[config.mk]
export PLATFORM = sky130hd
export DESIGN_NAME = c_lane_merger
export DESIGN_NICKNAME = d
export VERILOG_FILES = /design/src/rtl/kmeansTypes.sv /design/src/rtl/c_lane_merger.sv
export SDC_FILE = /design/constraint.sdc
export NUM_CORES = 2
export LEC_CHECK = 0
export BUFFER_PORTS_ARGS = -buffer_cell sky130_fd_sc_hd__buf_2
export CORE_ASPECT_RATIO = 0.75
export CORE_MARGIN = 4
export CORE_UTILIZATION = 40
export DETAILED_ROUTE_END_ITERATION = 12
export SLEW_MARGIN = 20
export SYNTH_ARGS = -nofsm -noshare
export SYNTH_HDL_FRONTEND = slang
export SYNTH_SLANG_ARGS = --single-unit
[constraint.sdc]
create_clock -name clk -period 10.4 [get_ports clk]
set_input_delay 0 -clock clk [delete_from_list [all_inputs] [get_ports clk]]
set_output_delay 0 -clock clk [all_outputs]
set_load 0.02 [all_outputs]
[src/rtl/kmeansTypes.sv]
// Shared k-means datapath constants used by the centroid lane splitter and merger.
// Widths here define the chunk/cacheline geometry of both directions.
package kmeansTypes;
    localparam int NUM_BANK         = 8;
    localparam int NUM_BANK_BITS    = 3;
    localparam int NUM_CLUSTER_BITS = 8;
    localparam int MAX_DEPTH_BITS   = 10;
    localparam int CL_W             = 512;
    localparam int CHUNK_W          = NUM_BANK * 32;
    localparam int SPLIT_RATIO      = 16 / NUM_BANK;
    localparam int SEL_W            = (SPLIT_RATIO > 1) ? $clog2(SPLIT_RATIO) : 1;
endpackage

[src/rtl/c_lane_merger.sv]
// Packs NUM_BANK*32-bit centroid chunks into 512-bit cachelines, zero-padding the final partial line.
// Latency: line valid 1 cycle after its completing chunk is accepted.
// Backpressure: single output register; chunk_ready = ~centroid_cl_valid | cl_ready.
module c_lane_merger
    import kmeansTypes::*;
(
    input  logic                          clk,
    input  logic                          rst_n,
    input  logic [NUM_CLUSTER_BITS:0]     num_cluster,
    input  logic [MAX_DEPTH_BITS:0]       data_dim,
    input  logic [CHUNK_W-1:0]            centroid_chunk,
    input  logic                          centroid_chunk_valid,
    input  logic                          last_chunk_of_all_centroid,
    output logic                          chunk_ready,
    output logic [CL_W-1:0]               centroid_cl,
    output logic                          centroid_cl_valid,
    output logic                          centroid_cl_last,
    input  logic                          cl_ready,
    output logic [31:0]                   cl_sent_cnt,
    output logic                          last_mismatch
);

    logic [31:0]      total_amt;
    logic [31:0]      rcv_cnt;
    logic [31:0]      cur_total;
    logic [SEL_W-1:0] sel_cnt;
    logic [CL_W-1:0]  asm_line;
    logic [CL_W-1:0]  merged;
    logic             acc;
    logic             drop;
    logic             is_last;
    logic             line_done;

    assign chunk_ready = ~centroid_cl_valid | cl_ready;
    assign acc         = centroid_chunk_valid & chunk_ready;

    // The set length is sampled live only on the first chunk; afterwards the latched copy rules.
    assign cur_total = (rcv_cnt == 32'd0)
                     ? 32'(num_cluster) * 32'(data_dim >> NUM_BANK_BITS)
                     : total_amt;
    assign drop      = (cur_total == 32'd0);
    assign is_last   = (rcv_cnt == cur_total - 32'd1);
    assign line_done = acc & ~drop & ((sel_cnt == SEL_W'(SPLIT_RATIO - 1)) | is_last);

    always_comb begin
        merged = asm_line;
        merged[32'(sel_cnt) * CHUNK_W +: CHUNK_W] = centroid_chunk;
    end

    always_ff @(posedge clk or negedge rst_n) begin
        if (!rst_n) begin
            total_amt <= '0;
            rcv_cnt   <= '0;
            sel_cnt   <= '0;
        end else if (acc && !drop) begin
            if (rcv_cnt == 32'd0)
                total_amt <= cur_total;
            sel_cnt <= line_done ? '0 : sel_cnt + 1'b1;
            rcv_cnt <= is_last ? '0 : rcv_cnt + 32'd1;
        end
    end

    always_ff @(posedge clk or negedge rst_n) begin
        if (!rst_n)
            asm_line <= '0;
        else if (acc && !drop)
            asm_line <= line_done ? '0 : merged;
    end

    always_ff @(posedge clk or negedge rst_n) begin
        if (!rst_n) begin
            centroid_cl       <= '0;
            centroid_cl_valid <= 1'b0;
            centroid_cl_last  <= 1'b0;
        end else if (line_done) begin
            centroid_cl       <= merged;
            centroid_cl_valid <= 1'b1;
            centroid_cl_last  <= is_last;
        end else if (cl_ready) begin
            centroid_cl_valid <= 1'b0;
            centroid_cl_last  <= 1'b0;
        end
    end

    always_ff @(posedge clk or negedge rst_n) begin
        if (!rst_n)
            cl_sent_cnt <= '0;
        else if (centroid_cl_valid && cl_ready)
            cl_sent_cnt <= cl_sent_cnt + 32'd1;
    end

    // Zero-length sets cannot be framed, so they are flagged like a misplaced end marker.
    always_ff @(posedge clk or negedge rst_n) begin
        if (!rst_n)
            last_mismatch <= 1'b0;
        else if (acc && (drop || (last_chunk_of_all_centroid != is_last)))
            last_mismatch <= 1'b1;
    end

endmodule

### After elaboration in Yosys (flattened, before gate mapping)

Index checks and enable logic that the tools add are counted.
W data, S select, Z words.

| word-level totals | value |
|---|---|
| bits in registers | 1,124 |
| output and inout bits | 548 |
| logic and storage cells | 43 |

| operators by class | value |
|---|---|
| multiplexer cells | 8 |
| bitwise operators | 7 |
| equal/unequal tests | 2 |
| shifts and indexed selects | 2 |
| multiply operators | 1 |
| $add $sub $neg | 5 |
| reductions and logical operators | 9 |

Operators with widths:

| operator | number |
|---|---|
| $bwmux W512 | 1 |
| $mux W512 | 1 |
| $shift A256 B34 Y512 const A | 1 |
| $shiftx A256 B34 Y512 | 1 |
| $add A32 B1 Y32 const B | 2 |
| $logic_not A32 Y1 | 2 |
| $mux W32 | 2 |
| $neg A9 Y34 | 1 |
| $eq A32 B32 Y1 | 1 |
| $sub A32 B1 Y32 const B | 1 |
| $mul A9 B8 Y17 | 1 |
| $mux W1 | 4 |
| $and A1 B1 Y1 | 3 |
| $logic_and A1 B1 Y1 | 3 |
| $not A1 Y1 | 2 |
| $or A1 B1 Y1 | 2 |
| $reduce_and A2 Y1 | 1 |
| $reduce_bool A2 Y1 | 1 |
| $add A1 B1 Y1 const B | 1 |
| $logic_not A1 Y1 | 1 |
| $logic_or A1 B1 Y1 | 1 |
| $ne A1 B1 Y1 | 1 |

### Depth between registers and ports, before layout

| depth | value |
|---|---|
| depth after elaboration | 7 |
| depth in mapped cells | 26 |
| gate-level depth less buffers | 22 |

### Least setup slack after synthesis

Ideal clock, no wire load.

| timing path | value |
|---|---|
| kind | input-to-reg |
| start point | input port num_cluster[2] |
| end point | register asm_line[458] |
| setup slack | 4.443 ns |
| arrival time | 5.837 ns |
| stages on the path | 23 |
| cells stage by stage | and2_1 -> fa_1 -> fa_1 -> fa_1 -> inv_1 -> fa_1 -> inv_1 -> ha_1 -> a21oi_1 -> a2bb2oi_1 -> o221ai_1 -> nor3_1 -> and2_1 -> a31oi_1 -> nor3b_4 -> mux2_2 -> nor4b_2 -> a31o_2 -> buf_6 -> nand2_4 -> buf_2 -> buf_2 -> and2_1 |

| on the way | value |
|---|---|
| cells in the longest elaborated chain, start to end | 7 |
| elaborated cells between the ends (all ways) | 12 |
| classes of those cells | add/sub (1); mul (1); eq/ne (1); mux (2); bitwise (4); reduce/logical (3) |

RTL lines:

| item | RTL line | RTL |
|---|---|---|
| start: declaration | c_lane_merger.sv:9 | `input logic [NUM_CLUSTER_BITS:0] num_cluster,` |
| $mul A9 B8 Y17 (*) | c_lane_merger.sv:39 | `? 32'(num_cluster) * 32'(data_dim >> NUM_BANK_BITS)` |
| $mux W32 (*) | c_lane_merger.sv:39 |  |
| $sub A32 B1 Y32 or $logic_not A32 Y1 (tied branches) | c_lane_merger.sv:42, c_lane_merger.sv:41 |  |
| $eq A32 B32 Y1 or $not A1 Y1 (tied branches) | c_lane_merger.sv:42, c_lane_merger.sv:43 |  |
| $or A1 B1 Y1 or $and A1 B1 Y1 (tied branches) | c_lane_merger.sv:43 | `assign line_done = acc & ~drop & ((sel_cnt == SEL_W'(SPLIT_RATIO - 1)) \| is_last);` |
| $and A1 B1 Y1 | c_lane_merger.sv:43 |  |
| $mux W512 | c_lane_merger.sv:67 | `asm_line <= line_done ? '0 : merged;` |
| end signal: assignment | c_lane_merger.sv:67 |  |
| end: declaration | c_lane_merger.sv:27 | `logic [CL_W-1:0] asm_line;` |

Mark *: on every way between the ends. The rest lies on a longest branch, timed or not.
A chain may end at the register's enable or synchronous reset.

### Worst setup path after layout

| timing path | value |
|---|---|
| start point | input port num_cluster[0] |
| end point | register asm_line[93] |

The elaborated chain is that of the path after synthesis.

==> results.cfg <==
[status]
status = completed

[yosys]
synth-async-reset-ratio_pct = 100.0
synthDistinctLibCells = 86
ys_seq_area_share_pct = 52.48
ys_ff_latch = 1124
synth_flop_cell = dfrtp_1
netlist_area_mm2 = 0.05360
syn_nets = 5917
synth-warning-count = 0
synth.avg_cell_area_um2 = 9.652
synth_edf_count = 0
syn_inst = 5553

[critical_path]
path_cells = dlygate4sd3_1 -> buf_2 -> nand2_1 -> fa_1 -> fa_1 -> inv_1 -> fa_1 -> inv_1 -> fa_1 -> inv_1 -> ha_1 -> o211ai_1 -> o21a_1 -> o2111a_1 -> nor3_1 -> and2_1 -> a31oi_1 -> nor3b_4 -> mux2_2 -> nor4b_2 -> a31o_4 -> buf_4 -> buf_4 -> o21ai_0
setup.worst_path.end_class = flip-flop
cp-start-kind = input port
slowest_stage = buf_4
r2r_slack_ns = 3.17
path_common_cell = fa_1
r2r-end = asm_line[93]
crit_fanout = 84
slowest_delay_ns = 0.94
critPathRequiredTime_ns = 10.96
critical_path_class = input port to flip-flop
worstRegToRegCells = 20
r2r_start = rcv_cnt[0]
cp.arrival_ns = 8.65

[clock_network]
cts.path.max_buffers = 3
cts_resized = 0
cts_hold_buf = 293
path_clk_slew_ns = 0.06
clock-root-buffer = clkbuf_16
clk_latency_ns = 0.76
post_cts.repair.setup_buffers = 0
cts_buffers = 115
cts_tree = done
cts.htree.levels = 3
clock-sinks = 1124

[grt]
grt-ovfl-total = 0
grt_max_degree = 227
use_met1_pct = 33.90
grt_pass1_vias = 44540
busiest_layer = met2
met3_usage_pct = 4.917
grt_pass1_wl_um = 275100
met2_usage_pct = 37.48
grt.total_usage_pct = 24.43
antenna_found_initial = 8

[power]
p_leak_nw = 28.78
vdd_drop_max_mv = 0.1697
power_density_mw_per_mm2 = 280.3

[route]
antenna_left = 0
drc_errors = 0
viasPerCell = 5.594
wl_um = 175500
first_iter_violations = 4607
vias = 45940
dr.pass1.iters = 6
drt-wirelength-per-cell_um = 21.38

[sta]
timing.fmax_ghz = 0.1237
min_period_ns = 8.087
rsz0062_at_grt = false
setup_ws_ns = 2.313
hold_viol_final = 0
drv_slew = 0
period_share_pct = 77.76
setup_tns_ns = 0
skew_ns = 0.02887
worstMarginPinSlew_ns = 1.266
setup_viol_count_final = 0
slew_headroom_pct = 15.61

[hold_path]
worstHoldStart = centroid_chunk[170]
hold_path_class = input port to flip-flop
hold_end = asm_line[170]
worstHoldPathCells = 4

[place]
dp_hpwl_um = 105600
place_ws_ns = 1.961
gp_congestion = 0.8681
post_dp_cell_area_mm2 = 0.05827
port_buffers = 825

[final_layout]
fin_nets = 6711
area_growth_pct = 21.31
layout_common_cells = 1124 x dfrtp_1, 1117 x nand2_1, 824 x buf_2
nFillCells = 12590
final_area_mm2 = 0.06502
layout_commonest_cell = dfrtp_1
drive_gt1_share_pct = 17.16

[floorplanning]
fp.coreArea_mm2 = 0.1332
pin_count = 829
start_util_pct = 40.23
dieArea_mm2 = 0.1400
row_count = 116
dieHeight_um = 325.0
die_x_um = 430.7

[job]
cap_violations = 0
state kept, by name, summed over array words and instances, names as in the netlist:
signal,flops
cl_sent_cnt,32
centroid_cl_last,1
last_mismatch,1
centroid_cl,512
rcv_cnt,32
sel_cnt,1
centroid_cl_valid,1
asm_line,512
total_amt,32
layout make-up:
cell class                 count  area, um2  area share, %
timing repair buffer        1171       7724          11.88
antenna                        7      17.52        0.02694
clock buffer                 173       3397          5.224
multi-input combinational   3860      22900          35.22
clock inverter                31      351.6         0.5407
tap                         1770       2215          3.406
sequential                  1124      28130          43.26
inverter                      75      289.0         0.4445
cells in the mapped netlist, drive strengths merged, types with 5 or more instances:
library cell | n | area [um2]
nor2 | 59 | 221.5
a31oi | 521 | 3259
a21o | 5 | 37.54
or2 | 5 | 31.28
inv | 75 | 281.5
a21oi | 23 | 118.9
nand4 | 22 | 143.9
and3 | 15 | 93.84
and2 | 339 | 2121
or4 | 5 | 41.29
o21ai | 825 | 4129
fa | 42 | 840.8
a211oi | 11 | 92.58
nand3b | 6 | 45.04
buf | 129 | 974.7
dfrtp | 1124 | 28130
xor2 | 39 | 341.6
mux2i | 6 | 60.06
xnor2 | 58 | 508.0
nor3b | 8 | 71.32
nor4 | 20 | 156.4
o211ai | 5 | 37.54
and4 | 5 | 43.79
nand2b | 8 | 50.05
nor2b | 6 | 37.54
or3 | 9 | 56.30
clkbuf | 365 | 1371
nand2 | 1119 | 4210
a22o | 513 | 4493
nor3 | 36 | 196.4
ha | 41 | 513.0
mux2 | 12 | 135.1
nand3 | 42 | 210.2
layer usage:
| metal | part of all wire [%] | routed length (um) | vias up |
|---|---|---|---|
| li1 | - | - | 21330 |
| met1 | 43 | 75970 | 22810 |
| met2 | 46 | 80570 | 1482 |
| met3 | 6.2 | 10960 | 307 |
| met4 | 4.6 | 8018 | 0 |
| met5 | 0 | 0 | - |
worst max-delay path by stage:
stage	startpoint	end	slack (ns)	cells after the start
floorplan	num_cluster[2]	asm_line[458]	4.44	23
finish	num_cluster[0]	asm_line[93]	2.31	24
global route	num_cluster[0]	asm_line[93]	1.85	24
CTS	num_cluster[0]	asm_line[93]	2.42	24
detailed placement	num_cluster[2]	asm_line[165]	1.96	22
global placement	num_cluster[2]	asm_line[169]	2.04	22
logic make-up (layout without fill, tap and decap cells):
logic type | after synthesis | in the layout | share of synthesized area (%)
buffers and inverters | 569 | 1450 | 4.902
XOR/XNOR | 97 | 97 | 1.585
multiplexers | 18 | 18 | 0.3642
other | 0 | 7 | 0
flip-flops | 1124 | 1124 | 52.48
AND/OR/NAND/NOR | 1713 | 1713 | 14.60
adder cells (fa/ha/maj) | 83 | 83 | 2.526
AO/OA/AOI/OAI | 1949 | 1949 | 23.55
where the power goes:
part,total (W),leakage (nW),internal (W),switching (W)
combinational,0.00733,13.0,0.00259,0.00473
clock,0.00418,1.84,0.00235,0.00183
sequential,0.00672,13.9,0.00570,0.00102
worst max-delay path, delay by kind of cell:
kind            cells  cell delay (ns)
fa+ha+maj           5             2.48
compound gates      6             1.37
buf+inv             7             2.36
mux                 1             0.41
simple gates        5             1.94
stage by stage:
stage | utilization, % | total power, W | hold WS (ns) | std cells
detailed placement | 43.74 | 0.01399 | 0.1050 | 7706
global placement | 43.74 | 0.01383 | 0.1134 | 7706
floorplan | - | 0.01128 | -0.2956 | 5553
CTS | 48.77 | 0.01835 | 0.0003078 | 8203
finish | 48.80 | 0.01823 | 0.06482 | 8211
global route | 48.80 | 0.01933 | 0.02020 | 8210
No activity file was read; power rests on OpenSTA's default activity.
